==> src/rtl/pkg_cordic_sincos.sv <==
// Shared constants and helpers for the CORDIC sin/cos pipeline.
package pkg_cordic_sincos;

  localparam int unsigned DEFAULT_BITS     = 16;
  localparam int unsigned DEFAULT_OUT_BITS = 12;
  localparam int unsigned DEFAULT_DEPTH    = 4;
  localparam int unsigned CALC_W           = 32;

  // Round half up from in_bits to out_bits, then clamp to the symmetric range.
  function automatic logic signed [CALC_W-1:0] round_sat(
    input logic signed [CALC_W-1:0] x,
    input int unsigned              in_bits,
    input int unsigned              out_bits
  );
    int unsigned              s;
    logic signed [CALC_W-1:0] half;
    logic signed [CALC_W-1:0] lim;
    logic signed [CALC_W-1:0] r;
    s    = in_bits - out_bits;
    half = $signed(CALC_W'(1) << (s - 1));
    lim  = $signed((CALC_W'(1) << (out_bits - 1)) - CALC_W'(1));
    r    = (x + half) >>> s;
    if (r > lim) begin
      r = lim;
    end else if (r < -lim) begin
      r = -lim;
    end
    return r;
  endfunction

endpackage

==> src/rtl/cordic_sincos_out_fifo.sv <==
// Small synchronous FIFO; full/empty come from the occupancy count.
module cordic_sincos_out_fifo #(
  parameter int unsigned WIDTH = 24,
  parameter int unsigned DEPTH = 4
) (
  input  logic                     i_clk,
  input  logic                     i_rst,
  input  logic                     push,
  input  logic                     pop,
  input  logic [WIDTH-1:0]         wdata,
  output logic [WIDTH-1:0]         rdata,
  output logic                     full,
  output logic                     empty,
  output logic [$clog2(DEPTH):0]   count
);

  localparam int unsigned PTR_W = $clog2(DEPTH);
  localparam int unsigned CNT_W = PTR_W + 1;

  logic [WIDTH-1:0] mem [DEPTH];
  logic [PTR_W-1:0] wr_ptr;
  logic [PTR_W-1:0] rd_ptr;
  logic             do_push;
  logic             do_pop;

  assign full    = (count == CNT_W'(DEPTH));
  assign empty   = (count == '0);
  assign do_push = push & ~full;
  assign do_pop  = pop & ~empty;
  assign rdata   = empty ? '0 : mem[rd_ptr];

  // Storage write; contents need no reset since reads are masked when empty.
  always_ff @(posedge i_clk) begin
    if (do_push) begin
      mem[wr_ptr] <= wdata;
    end
  end

  // Pointer and occupancy tracking; pointers wrap naturally.
  always_ff @(posedge i_clk) begin
    if (i_rst) begin
      wr_ptr <= '0;
      rd_ptr <= '0;
      count  <= '0;
    end else begin
      if (do_push) begin
        wr_ptr <= wr_ptr + PTR_W'(1);
      end
      if (do_pop) begin
        rd_ptr <= rd_ptr + PTR_W'(1);
      end
      if (do_push && !do_pop) begin
        count <= count + CNT_W'(1);
      end else if (!do_push && do_pop) begin
        count <= count - CNT_W'(1);
      end
    end
  end

endmodule

==> src/rtl/cordic_sincos_postprocess.sv <==
// Final CORDIC stage: quadrant sign fix, round/saturate, output FIFO and stall control.
module cordic_sincos_postprocess
  import pkg_cordic_sincos::*;
#(
  parameter int unsigned BITS     = DEFAULT_BITS,
  parameter int unsigned OUT_BITS = DEFAULT_OUT_BITS,
  parameter int unsigned DEPTH    = DEFAULT_DEPTH
) (
  input  logic                     i_clk,
  input  logic                     i_rst,
  input  logic                     i_pipeline_en,
  output logic                     o_pipeline_en,
  input  logic                     i_valid,
  input  logic                     i_sign,
  input  logic signed [BITS-1:0]   i_cos,
  input  logic signed [BITS-1:0]   i_sin,
  output logic                     o_valid,
  input  logic                     i_ready,
  output logic [2*OUT_BITS-1:0]    o_data,
  output logic [$clog2(DEPTH):0]   o_count
);

  localparam logic signed [BITS-1:0] MAX_IN = {1'b0, {(BITS-1){1'b1}}};
  localparam logic signed [BITS-1:0] MIN_IN = {1'b1, {(BITS-1){1'b0}}};

  logic                       fifo_full;
  logic                       fifo_empty;
  logic signed [BITS-1:0]     cos_fix_c;
  logic signed [BITS-1:0]     sin_fix_c;
  logic                       valid_p1;
  logic signed [BITS-1:0]     cos_p1;
  logic signed [BITS-1:0]     sin_p1;
  logic                       valid_p2;
  logic signed [OUT_BITS-1:0] cos_p2;
  logic signed [OUT_BITS-1:0] sin_p2;

  // Conservative stall: a full FIFO blocks the pipeline even if it pops this cycle.
  assign o_pipeline_en = i_pipeline_en & ~fifo_full;
  assign o_valid       = ~fifo_empty;

  // Quadrant inversion; the most negative input negates to the most positive.
  always_comb begin
    cos_fix_c = i_cos;
    sin_fix_c = i_sin;
    if (i_sign) begin
      cos_fix_c = (i_cos == MIN_IN) ? MAX_IN : -i_cos;
      sin_fix_c = (i_sin == MIN_IN) ? MAX_IN : -i_sin;
    end
  end

  // P1 sign-correction and P2 round/saturate stages, advancing only on enable.
  always_ff @(posedge i_clk) begin
    if (i_rst) begin
      valid_p1 <= 1'b0;
      cos_p1   <= '0;
      sin_p1   <= '0;
      valid_p2 <= 1'b0;
      cos_p2   <= '0;
      sin_p2   <= '0;
    end else if (o_pipeline_en) begin
      valid_p1 <= i_valid;
      cos_p1   <= cos_fix_c;
      sin_p1   <= sin_fix_c;
      valid_p2 <= valid_p1;
      cos_p2   <= OUT_BITS'(round_sat(CALC_W'(cos_p1), BITS, OUT_BITS));
      sin_p2   <= OUT_BITS'(round_sat(CALC_W'(sin_p1), BITS, OUT_BITS));
    end
  end

  cordic_sincos_out_fifo #(
    .WIDTH (2 * OUT_BITS),
    .DEPTH (DEPTH)
  ) u_fifo (
    .i_clk (i_clk),
    .i_rst (i_rst),
    .push  (o_pipeline_en & valid_p2),
    .pop   (i_ready),
    .wdata ({sin_p2, cos_p2}),
    .rdata (o_data),
    .full  (fifo_full),
    .empty (fifo_empty),
    .count (o_count)
  );

endmodule

==> config.mk <==
export PLATFORM = sky130hd
export DESIGN_NAME = cordic_sincos_postprocess
export DESIGN_NICKNAME = d
export VERILOG_FILES = /design/src/rtl/pkg_cordic_sincos.sv /design/src/rtl/cordic_sincos_out_fifo.sv /design/src/rtl/cordic_sincos_postprocess.sv
export SDC_FILE = /design/constraint.sdc
export NUM_CORES = 1
export LEC_CHECK = 0
export CORE_MARGIN = 1
export CORE_UTILIZATION = 58
export DETAILED_ROUTE_END_ITERATION = 10
export MAX_ROUTING_LAYER = met4
export PLACE_DENSITY_LB_ADDON = 0.08
export SLEW_MARGIN = 10
export SYNTH_ARGS = -nofsm -noshare
export SYNTH_HDL_FRONTEND = slang
export SYNTH_HIERARCHICAL = 1
export SYNTH_SLANG_ARGS = --single-unit
==> constraint.sdc <==
create_clock -name i_clk -period 3.6 [get_ports i_clk]
set_input_delay 0.36 -clock i_clk [delete_from_list [all_inputs] [get_ports i_clk]]
set_output_delay 0.36 -clock i_clk [all_outputs]
set_load 0.02 [all_outputs]
# Word level (Yosys, flattened, before mapping)
# Memories as Yosys holds them, arrays and structs flattened. A register that Yosys moved wholly into a read port is not among the register bits.
# Index checks and enable logic that the tools add are counted.
# word_totals
register_bits	65
latch_bits	0
mem_bits_rw	96
romBits	0
input_bits	38
output_inout_bits	29
memories	1
# memory_table
name	depth	word_bits	read_ports	rd_clocked_by_memory_dff	write_ports	line_no	text
u_fifo.mem	4	24	1	1	1	cordic_sincos_out_fifo.sv:20	logic [WIDTH-1:0] mem [DEPTH];
# classes
n_addsub	8
multipliers	0
n_div	0
n_lt_le_gt_ge	4
eq_ne	3
shifts	0
mux	15
bitwise_logic	6
reduce_logical	6
# op_table
op	count
$mux W16	4
$mux W12	4
$add A16 B5 Y17 const B	2
$eq A16 B16 Y1 const B	2
$neg A16 Y16	2
$gt A13 B12 Y1 const B	2
$lt A13 B12 Y1 const B	2
$mux W24	1
$mux W3	2
$add A2 B1 Y2 const B	2
$and A1 B1 Y1	4
$mux W2	2
$add A3 B1 Y3 const B	1
$eq A3 B3 Y1 const B	1
$logic_not A3 Y1	1
$sub A3 B1 Y3 const B	1
$logic_and A1 B1 Y1	2
$logic_not A1 Y1	2
$mux W1	2
$not A1 Y1	2
$reduce_bool A2 Y1	1

# Logic depth before layout (Yosys ltp)
# depth
word_depth	9
mapped_depth	14
mapped_depth_nobuf	12

# Cells and area by module
# Netlist, hierarchy kept.
# modules_own_cells
mod	n_inst	cells_each	area_each_um2	seq_area_each_um2
cordic_sincos_out_fifo	1	201	4206.5	3062.9
cordic_sincos_postprocess	1	393	3115.5	1041.0

# Least setup slack after synthesis
# No wires, ideal clock.
# synth_timing
path_kind	register to register
start	register u_fifo.count[0]
end	register u_fifo.count[2]
t_arrival_ns	3.351
path_slack_ns	0.179
stages_incl_launch_ff	15
period_less_slack_ns	3.421
cell_sequence	dfxtp_1 nor3b_2 nand2b_1 inv_2 clkbuf_1 buf_1 and2_1 inv_1 nor2_1 ha_1 inv_1 fa_1 xor2_1 or3_1 a21oi_1
# synth_between
elab_chain_len	8
word_cells_on_any_way	17
classes_between	add/sub: 2; eq/ne: 1; mux: 2; bitwise: 6; reduce/logical: 6
# synth_lines
item	line_no	text
start, declared	cordic_sincos_out_fifo.sv:14	output logic [$clog2(DEPTH):0] count
start signal, assigned	cordic_sincos_out_fifo.sv:53	count <= count + CNT_W'(1);
start signal, assigned	cordic_sincos_out_fifo.sv:55	count <= count - CNT_W'(1);
$eq A3 B3 Y1 *	cordic_sincos_out_fifo.sv:26	assign full = (count == CNT_W'(DEPTH));
named net fifo_full	cordic_sincos_postprocess.sv:26	logic fifo_full;
$not A1 Y1 *	cordic_sincos_postprocess.sv:38	assign o_pipeline_en = i_pipeline_en & ~fifo_full;
$and A1 B1 Y1 *	cordic_sincos_postprocess.sv:38	
named net o_pipeline_en	cordic_sincos_postprocess.sv:12	output logic o_pipeline_en,
$and A1 B1 Y1 *	cordic_sincos_postprocess.sv:76	.push (o_pipeline_en & valid_p2),
$and A1 B1 Y1 *	cordic_sincos_out_fifo.sv:28	assign do_push = push & ~full;
named net u_fifo.do_push	cordic_sincos_out_fifo.sv:23	logic do_push;
$logic_not A1 Y1	cordic_sincos_out_fifo.sv:54	end else if (!do_push && do_pop) begin
$logic_and A1 B1 Y1	cordic_sincos_out_fifo.sv:54	
$reduce_bool A2 Y1 (no line)	n/a	
# Mark *: on every way through the listed nets, which the timed path passes. The rest lies on a longest branch. The select of a mux whose other input is x is not followed.
# A chain may end at the register's enable or synchronous reset.

# Final worst setup path
# layout_timing
start	register u_fifo.count[0]
end	output port o_pipeline_en
# layout_between
elab_chain_len	3
# layout_lines
item	line_no
$eq A3 B3 Y1	cordic_sincos_out_fifo.sv:26
named net fifo_full	cordic_sincos_postprocess.sv:26
$not A1 Y1	cordic_sincos_postprocess.sv:38
$and A1 B1 Y1	cordic_sincos_postprocess.sv:38
end, declared	cordic_sincos_postprocess.sv:12
# The timed path passes the listed nets, and every way through them passes these cells.

==> metrics.txt <==
startpoint-to-endpoint class of the critical path reg -> out; Synth Area in XOR/XNOR 0.05144; number of buffers inserted by port buffering 66; net count of the finished layout 695; final routed wirelength across all metal layers 13770 um; minimum clock period 3058 ps; multiplexer share of the synthesized area 0.08578; post-synthesis share of cell area spent on full adders, half adders and majority gates 0.01470; area fraction in compound gates after synthesis 0.1042; placed instance area 8075 sq um; layout cells sized above 1 0.1269; worst setup path start u_fifo/count[0]; antenna violations before repair 0; number of cells in the finished layout apart from fillers 830; hold_buf cts 0; final core occ 0.7113; wire length of the first global-routing pass 22800 um; antenna viol nets, final 0; horizontal die dimension 114.4 um; Cell variety after synth 61; die area 13080 sq um; Clock Root Buffer sky130_fd_sc_hd__clkbuf_16; async set-or-reset flop fraction in the synthesized netlist 0; via count of the first global-routing pass 4645; final-report hold violation count 0; setup-violating endpoint count in the final report 0; cell area after layout 8651 sq um; relative slew slack 0.4021; maximum net fanout on the critical path 62; cell area after synthesis 7322 sq um; Slew Viols, Final 0; total clock sinks 157; Arrival @ worst endpoint 2700 ps; static leakage power 2.944 nW; Mapped Nets 640; cell breakdown of the critical path nor3b_2 > nand2b_1 > buf_4 > inv_2 > buf_4 > clkdlybuf4s50_1; chip height 114.4 um; post-CTS setup repair buffer count 0; Cell Pwr Density 670.6 nW/um^2; I/O pin total 67; VDD IR-drop max 0.0003558 V; Most used DFF post-synth sky130_fd_sc_hd__edfxtp_1; path type of the worst min-delay path reg -> reg; share of synthesized area occupied by flip-flops and latches 0.5605; delay of the slowest critical-path stage 730 ps; Filler cells 891; final critical-path setup slack 541.7 ps; startpoint of the worst hold path valid_p2; most prevalent standard cell on the critical path sky130_fd_sc_hd__buf_4; worst slack at placement 606.2 ps; final-layout setup total negative slack 0 ps; FF-to-FF Start u_fifo/count[0]; most common cell after layout, fill and taps aside sky130_fd_sc_hd__edfxtp_1; floorplan row count 40; max-cap check violation count 0; Overall Global Routing Usage 0.2372; startpoint type of the worst setup path flop; total grt overflow 0; Post-Syn Instances 594; total number of vias 4802; clk_lat worst skew 410 ps; EDFF count, synth 96; WP data required 3240 ps; post-cts resize count 0; Floorplan Core Area 12160 sq um; actual transition at the worst max-transition pin 892.7 ps; Via-to-Cell Ratio 5.786; number of antenna cells inserted 0; setup repair after global routing missed its margin no; Reg clk slew, reported paths 60 ps; Initial DRT Pass Iterations 4; remaining routing DRC violations 0; pin count of the biggest net entering global routing 63; clock skew 6.846 ps; relative area change from synthesis to final layout 18.15%; TritonCTS clock tree yes; TritonCTS Buffers 17; mean post-synth cell area 12.33 sq um; fin crit share 0.8495; routed wire length per instance 16.59 um; type of element capturing the critical path primary output; maximum number of buffers from clock root to sink 2; starting utilization of the core area 0.6021; Ys Warns 6; area share of and/or/nand/nor cells after synthesis 0.1514; outcome completed; CP max-delay cell sky130_fd_sc_hd__clkdlybuf4s50_1; number of cells after detailed placement 798; dominant combinational cell family by area after synthesis simple AND/OR/NAND/NOR gates; deepest level of the CTS H-tree 4; leading cell types in the layout, fill and taps excluded 96 x sky130_fd_sc_hd__edfxtp_1, 65 x sky130_fd_sc_hd__clkdlybuf4s50_1, 61 x sky130_fd_sc_hd__dfxtp_1, 60 x sky130_fd_sc_hd__nor2_1, 39 x sky130_fd_sc_hd__a211oi_1; total half-perimeter wirelength after legalization and detailed placement 9271 um; weighted congestion reported at the end of routability-driven placement 0.8527; Initial DRC Count 263; maximum clock frequency 0.3270 GHz; Yosys reg bits 157
## registers in the layout (all words and copies together) (netlist names), named ones only
name           count
u_fifo/mem        96
valid_p2           1
u_fifo/rd_ptr      2
cos_p1            13
sin_p2            12
u_fifo/count       3
valid_p1           1
cos_p2            12
u_fifo/wr_ptr      2
sin_p1            13
## layer usage
metal	up-vias	part of all wire	track usage
met2	121	0.51	0.4000
met4	0	0.0074	0.07446
met5	-	0	-
li1	2355	-	-
met1	2320	0.44	0.2869
met3	6	0.041	0.04976
## power breakdown
group | total [mW] | internal, mW | switching [mW]
clock | 1.69 | 0.984 | 0.710
sequential | 2.35 | 2.10 | 0.247
combinational | 1.76 | 0.870 | 0.888
## layout make-up
cell class,count,area (sq um),share of cell area
clock buffer,18,439.2,0.05077
clock inverter,14,136.4,0.01577
inverter,9,33.78,0.003905
multi-input combinational,388,2984,0.3450
sequential,157,4104,0.4744
tap,168,210.2,0.02430
timing repair buffer,76,743.2,0.08591
## cell usage after synthesis, types with 9 or more instances
cell type                   n  area, sq um
sky130_fd_sc_hd__nand2_1   32        120.1
sky130_fd_sc_hd__a21oi_1   14        70.07
sky130_fd_sc_hd__o21ai_0   18        90.09
sky130_fd_sc_hd__a211oi_1  39        292.8
sky130_fd_sc_hd__dfxtp_1   61         1221
sky130_fd_sc_hd__clkbuf_1  27        101.4
sky130_fd_sc_hd__xor2_1    35        306.5
sky130_fd_sc_hd__nand4_1   11        68.82
sky130_fd_sc_hd__edfxtp_1  96         2883
sky130_fd_sc_hd__nor2b_1   16        100.1
sky130_fd_sc_hd__nor2_1    60        225.2
sky130_fd_sc_hd__nor2b_4    9        123.9
sky130_fd_sc_hd__mux4_2    20        450.4
## critical path, delay by kind of cell (launching register included)
| kind | cells | cell delay, ps |
|---|---|---|
| buf+inv | 4 | 1460 |
| flops | 1 | 530 |
| simple gates | 2 | 280 |
## logic make-up after synthesis
group,count (synthesis)
buf+inv,49
simple gates,198
compound gates,108
xor+xnor,43
flops,157
mux,31
fa+ha+maj,8
## path summary, 6_finish.rpt
| path | end | slack (ps) | cells past startpoint |
|---|---|---|---|
| worst max-delay path | o_pipeline_en | 540 | 6 |
| worst min register to register | valid_p2 | 450 | 2 |
| worst max register to register | u_fifo/count[2] | 700 | 13 |
| worst min-delay path | valid_p2 | 450 | 2 |
## through the flow
| step | hold WS [ps] | total power, mW |
|---|---|---|
| floorplan | 431.7 | 3.561 |
| global placement | 447.0 | 4.101 |
| detailed placement | 449.7 | 4.164 |
| CTS | 458.6 | 5.856 |
| global route | 490.2 | 6.088 |
| finish | 452.9 | 5.801 |
No activity file was read; power rests on OpenSTA's default activity.
